[src/rtl/mem_pkg.sv]
// rtl/mem_pkg.sv - shared state, access-size constants and byte-enable helper for the LSU
package mem_pkg;

  typedef enum logic [1:0] {IDLE, BUSY, RESP} state_e;

  localparam logic [1:0] SZ_B = 2'b00;
  localparam logic [1:0] SZ_H = 2'b01;
  localparam logic [1:0] SZ_W = 2'b10;

  localparam logic [2:0] F3_LB  = 3'b000;
  localparam logic [2:0] F3_LH  = 3'b001;
  localparam logic [2:0] F3_LW  = 3'b010;
  localparam logic [2:0] F3_LBU = 3'b100;
  localparam logic [2:0] F3_LHU = 3'b101;

  function automatic logic [3:0] be_mask(input logic [1:0] size, input logic [1:0] off);
    case (size)
      SZ_B:    be_mask = 4'b0001 << off;
      SZ_H:    be_mask = 4'b0011 << off;
      default: be_mask = 4'b1111;
    endcase
  endfunction

endpackage

[src/rtl/load_align.sv]
// rtl/load_align.sv - picks the addressed byte/halfword lane from a read word and extends it
module load_align
  import mem_pkg::*;
(
  input  logic [31:0] i_rdata,
  input  logic [1:0]  i_off,
  input  logic [2:0]  i_funct3,
  output logic [31:0] o_value
);

  logic [7:0]  w_byte;
  logic [15:0] w_half;

  always_comb begin
    case (i_off)
      2'd0:    w_byte = i_rdata[7:0];
      2'd1:    w_byte = i_rdata[15:8];
      2'd2:    w_byte = i_rdata[23:16];
      default: w_byte = i_rdata[31:24];
    endcase
    w_half = i_off[1] ? i_rdata[31:16] : i_rdata[15:0];
  end

  always_comb begin
    case (i_funct3)
      F3_LB:   o_value = {{24{w_byte[7]}}, w_byte};
      F3_LH:   o_value = {{16{w_half[15]}}, w_half};
      F3_LBU:  o_value = {24'd0, w_byte};
      F3_LHU:  o_value = {16'd0, w_half};
      F3_LW:   o_value = i_rdata;
      default: o_value = i_rdata;
    endcase
  end

endmodule

[src/rtl/mem_stage_lsu.sv]
// rtl/mem_stage_lsu.sv - pipeline memory stage: one data-bus access per op with fault and timeout handling
module mem_stage_lsu
  import mem_pkg::*;
#(
  parameter int TIMEOUT = 16
) (
  input  logic        clk,
  input  logic        Rst,
  input  logic        ex_valid,
  output logic        ex_ready,
  input  logic [31:0] ex_res,
  input  logic [31:0] ex_store_data,
  input  logic        ex_memread,
  input  logic        ex_memwrite,
  input  logic [2:0]  ex_funct3,
  input  logic [4:0]  ex_rd,
  input  logic        ex_regwrite,
  output logic        dmem_req,
  output logic        dmem_we,
  output logic [31:0] dmem_addr,
  output logic [31:0] dmem_wdata,
  output logic [3:0]  dmem_be,
  input  logic        dmem_ack,
  input  logic [31:0] dmem_rdata,
  output logic        wb_valid,
  output logic [31:0] wb_data,
  output logic [4:0]  wb_rd,
  output logic        wb_regwrite,
  output logic        misalign,
  output logic        bus_err
);

  localparam int CW = $clog2(TIMEOUT + 1);
  localparam logic [CW-1:0] TO_LAST = CW'(TIMEOUT - 1);

  state_e r_state, w_next;

  logic [CW-1:0] r_cnt;
  logic [31:0]   r_dmem_addr, r_dmem_wdata, r_wb_data;
  logic [3:0]    r_dmem_be;
  logic          r_dmem_we, r_regwrite, r_mis, r_berr, r_is_load;
  logic [4:0]    r_rd;
  logic [1:0]    r_off;
  logic [2:0]    r_funct3;

  logic        w_accept, w_is_mem, w_bad_f3, w_fault, w_mis, w_to_busy, w_timeout;
  logic [31:0] w_wdata, w_load_val;

  // Undefined encodings: loads 011/110/111, stores anything but 000/001/010.
  always_comb begin
    w_is_mem = ex_memread | ex_memwrite;
    if (ex_memwrite)
      w_bad_f3 = ex_funct3[2] | (ex_funct3[1:0] == 2'b11);
    else
      w_bad_f3 = (ex_funct3 == 3'b011) | (ex_funct3 == 3'b110) | (ex_funct3 == 3'b111);
    w_fault   = (ex_memread & ex_memwrite) | (w_is_mem & w_bad_f3);
    w_mis     = w_is_mem & ~w_fault &
                (((ex_funct3[1:0] == SZ_H) & ex_res[0]) |
                 ((ex_funct3[1:0] == SZ_W) & (ex_res[1:0] != 2'b00)));
    w_accept  = ex_valid & (r_state == IDLE);
    w_to_busy = w_is_mem & ~w_fault & ~w_mis;
    w_timeout = (r_state == BUSY) & ~dmem_ack & (r_cnt == TO_LAST);
    case (ex_funct3[1:0])
      SZ_B:    w_wdata = {4{ex_store_data[7:0]}};
      SZ_H:    w_wdata = {2{ex_store_data[15:0]}};
      default: w_wdata = ex_store_data;
    endcase
  end

  load_align u_load_align (
    .i_rdata  (dmem_rdata),
    .i_off    (r_off),
    .i_funct3 (r_funct3),
    .o_value  (w_load_val)
  );

  always_ff @(posedge clk) begin
    if (Rst) r_state <= IDLE;
    else     r_state <= w_next;
  end

  always_comb begin
    w_next = r_state;
    case (r_state)
      IDLE:    if (w_accept) w_next = w_to_busy ? BUSY : RESP;
      BUSY:    if (dmem_ack || w_timeout) w_next = RESP;
      default: w_next = IDLE;
    endcase
  end

  always_comb begin
    ex_ready    = (r_state == IDLE);
    dmem_req    = (r_state == BUSY);
    wb_valid    = (r_state == RESP);
    misalign    = (r_state == RESP) & r_mis;
    bus_err     = (r_state == RESP) & r_berr;
    wb_regwrite = (r_state == RESP) & r_regwrite & ~r_mis & ~r_berr;
  end

  always_ff @(posedge clk) begin
    if (Rst) begin
      r_cnt        <= '0;
      r_dmem_addr  <= '0;
      r_dmem_wdata <= '0;
      r_dmem_be    <= '0;
      r_dmem_we    <= 1'b0;
      r_wb_data    <= '0;
      r_rd         <= '0;
      r_regwrite   <= 1'b0;
      r_mis        <= 1'b0;
      r_berr       <= 1'b0;
      r_is_load    <= 1'b0;
      r_off        <= '0;
      r_funct3     <= '0;
    end else begin
      if (w_accept) begin
        r_cnt      <= '0;
        r_wb_data  <= ex_res;
        r_rd       <= ex_rd;
        r_regwrite <= ex_regwrite & ~ex_memwrite;
        r_mis      <= w_mis;
        r_berr     <= w_fault;
        r_is_load  <= ex_memread;
        r_off      <= ex_res[1:0];
        r_funct3   <= ex_funct3;
        if (w_to_busy) begin
          r_dmem_addr  <= {ex_res[31:2], 2'b00};
          r_dmem_we    <= ex_memwrite;
          r_dmem_be    <= be_mask(ex_funct3[1:0], ex_res[1:0]);
          r_dmem_wdata <= w_wdata;
        end
      end
      if (r_state == BUSY) begin
        if (dmem_ack) begin
          if (r_is_load) r_wb_data <= w_load_val;
        end else begin
          r_cnt <= r_cnt + 1'b1;
          if (w_timeout) r_berr <= 1'b1;
        end
      end
    end
  end

  assign dmem_addr  = r_dmem_addr;
  assign dmem_we    = r_dmem_we;
  assign dmem_be    = r_dmem_be;
  assign dmem_wdata = r_dmem_wdata;
  assign wb_data    = r_wb_data;
  assign wb_rd      = r_rd;

endmodule

[config.mk]
export PLATFORM = sky130hd
export DESIGN_NAME = mem_stage_lsu
export DESIGN_NICKNAME = d
export VERILOG_FILES = /design/src/rtl/mem_pkg.sv /design/src/rtl/load_align.sv /design/src/rtl/mem_stage_lsu.sv
export SDC_FILE = /design/constraint.sdc
export NUM_CORES = 1
export LEC_CHECK = 0
export CAP_MARGIN = 30
export CORE_ASPECT_RATIO = 0.5
export CORE_MARGIN = 5
export CORE_UTILIZATION = 57
export DETAILED_ROUTE_END_ITERATION = 10
export DONT_BUFFER_PORTS = 1
export GPL_TIMING_DRIVEN = 0
export PLACE_DENSITY = 0.84
export SYNTH_ARGS = -nofsm -noshare
export SYNTH_HDL_FRONTEND = slang
export SYNTH_HIERARCHICAL = 1
export SYNTH_SLANG_ARGS = --single-unit
[constraint.sdc]
create_clock -name clk -period 1.76 [get_ports clk]
set_input_delay 0.352 -clock clk [delete_from_list [all_inputs] [get_ports clk]]
set_output_delay 0.352 -clock clk [all_outputs]
set_load 0.005 [all_outputs]
==> out/results.ini <==
[clocking]
cts-buffers-inserted=17
insertion_delay_ps=410
clkSinkCount=120
ctsHoldBuffers=0
clkTransAtPathRegs_ps=50
clockRootBuffer=clkbuf_16
cts_tree=done
h-tree-depth=4
clock_path_buffers=2

[sta]
final.period_utilization_pct=104
slew_violations=0
setup-violations-final=15
slew_headroom_pct=48.8
fin_worst_skew_ps=6.59
rsz0062_at_grt=true
max_freq_mhz=547
tightest_slew_ps=768
finalSetupTns_ps=-428
hold_viol=0
fin_ws_ps=-68.5
fin_crit_ps=1830

[logic_synthesis]
seq_area_frac_synth_pct=40.0
yosysTopAreaCell=dfxtp_1
synth_cells=766
synthFlopType=dfxtp_1
ys_ff_latch=120
synth_area_mm2=0.00600
ys_top_cells_by_count=nand2_1 (128), dfxtp_1 (120), a21oi_1 (82), o21ai_0 (75), clkbuf_1 (47)
synth_top_area_share_pct=40.0
synthMostInstantiatedCell=nand2_1
synth-edff-count=0
synth-async-reset-ratio_pct=0
ys_top_cells_by_area=dfxtp_1 (40%), nand2_1 (8.0%), a21oi_1 (6.8%)
yosys_warnings=6
syn_area_per_cell_um2=7.84
synth_cell_types=45

[drt]
wirelength_mm=21.0
drc=0
vias_per_cell=6.47
initialDrtViolationCount=617
wire_per_inst_um=22.1
dr_total_vias=6130
ant_nets=0
dr.pass1.iters=6

[worst_setup_path]
cp_common_cell=or3_4
worstPathArrival_ps=2140
path_max_fanout=6
end_kind=flip-flop
cp.required_ps=2070
crit_slowest_cell=or3_4
crit_path_start_kind=flip-flop
criticalPathCategory=flip-flop to flip-flop
crit_chain=a211oi_2, or3_4, or3_4, buf_6, o21ai_2, nor2_1, a311oi_1
slowest_delay_ps=420
path_delay_family=simple AND/OR/NAND/NOR gates
cp.buffers_inverters=1

[global_route]
grt_first_pass_wirelength_mm=31.5
antenna_found_initial=0
grt-ovfl-total=0
grt_max_degree=17
grt_util_all_layers_pct=31.6
grt_pass1_vias=5792

[final_layout]
layout-drive-gt1-share_pct=16.8
fin_util_pct=69.5
areaGrowthSynthToFinish_pct=18.6
n_antenna_cell=0
finalNetCount=908

[placement]
gp_congestion=0.905
dp.final_hpwl_mm=15.1
numPortBuffers=0

[die]
dieArea_mm2=0.0128
ioPinCount=223
start_util_pct=58.6
die_y_um=82.6
die_x_um=155
row_count=26
core_mm2=0.0102

[min_path]
min_path_type=input pin to flip-flop

[power]
p_leak_nw=2.57
power_density_mw_per_mm2=1100
peakVddDrop_v=0.000611

[job]
maxCapViolations=0

[run_status]
status=finished with violations
violations=negative setup slack

area by class of cell:
| class | count | area, µm² |
|---|---|---|
| Clock inverter | 13 | 203 |
| Clock buffer | 19 | 433 |
| Tap cell | 140 | 175 |
| Buffer | 75 | 395 |
| Sequential cell | 120 | 2410 |
| Multi-Input combinational cell | 565 | 3390 |
| Fill cell | 806 | 3130 |
| Inverter | 5 | 18.8 |
| Timing Repair Buffer | 11 | 90.1 |
worst reg2reg max path, delay by kind of cell, from the launching register on:
kind | cells | cell delay, ps
buffers and inverters | 1 | 160
AOI/OAI and AO/OA | 3 | 380
and+or+nand+nor | 3 | 820
DFF | 1 | 370
path summary, 6_finish.rpt:
path                                from          end  slack, ps  depth (start not counted)
worst max-delay path            r_off[0]  wb_data[27]        -70                          7
worst min register to register     r_mis        r_mis        470                          2
worst min-delay path            ex_rd[4]     wb_rd[4]         80                          2
worst max register to register  r_off[0]  wb_data[27]        -70                          7
cell usage in the layout, fill, tap and decap left out, types with 3 or more instances in the layout:
cell,Yosys,layout
nand4b_1,8,8
a21oi_1,82,81
nand2b_1,14,14
clkbuf_2,0,8
nor2_2,2,3
nand3_1,45,43
o21ai_1,15,19
bufinv_16,0,5
a22oi_1,9,8
clkinv_2,0,4
mux2i_1,26,26
nor2b_1,26,24
dfxtp_1,120,114
clkbuf_1,47,35
a211oi_1,10,9
buf_4,6,16
nor2_1,43,41
dfxtp_2,0,4
clkbuf_4,0,8
a311oi_1,32,30
a211oi_2,10,11
o21ai_2,0,9
clkbuf_16,0,17
o21ai_0,75,61
nand2_1,128,128
a221o_1,8,8
inv_1,5,5
buf_6,2,6
buf_2,21,14
flip-flops by register name (all words and copies together) (netlist names), 2 cells and up:
name / count
r_off: 2
dmem_be: 4
r_cnt: 5
wb_data: 32
dmem_wdata: 32
dmem_addr: 30
wb_rd: 5
r_state: 2
r_funct3: 3
power by group:
group | internal, mW | switching [mW] | total, mW
clock network | 2.50 | 1.27 | 3.77
logic | 0.425 | 0.672 | 1.10
registers | 2.85 | 0.121 | 2.97
cell families (layout without fill, tap and decap cells):
family | after synthesis | in the layout | synth area share (%)
simple gates | 284 | 284 | 22.1
buf+inv | 82 | 123 | 6.19
other cells | 1 | 2 | 0.0625
fa+ha+maj | 2 | 2 | 0.417
compound gates | 250 | 250 | 26.7
flops | 120 | 120 | 40.0
mux | 27 | 27 | 4.52
per-layer routing:
layer | track usage [%] | up-vias | part of all wire [%]
li1 | - | 2777 | -
met1 | 37.7 | 2914 | 39
met2 | 51.9 | 381 | 46
met3 | 12.4 | 58 | 13
met4 | 12.8 | 0 | 2.8
met5 | 0 | - | 0
metrics by stage:
step	std cells	power [mW]	hold WS, ps	area (µm²)	setup slack, ps
final	948	7.84	75.4	7120	-68.5
after CTS	946	7.73	66.5	6950	-127
after global placement	907	3.92	440	6190	-289
after detailed placement	907	3.95	444	6190	-318
after floorplan	767	3.69	427	6020	1.90
after global routing	948	8.10	69.5	7120	-138
what timing repair did:
item,CTS,global route
buffers inserted,6,4
hold endpoints to repair,0,0
gates cloned,1,0
pin swaps,15,23
endpoints found under the setup margin,46,98
gates resized for setup,25,73
(Power assumes the default switching activity.)
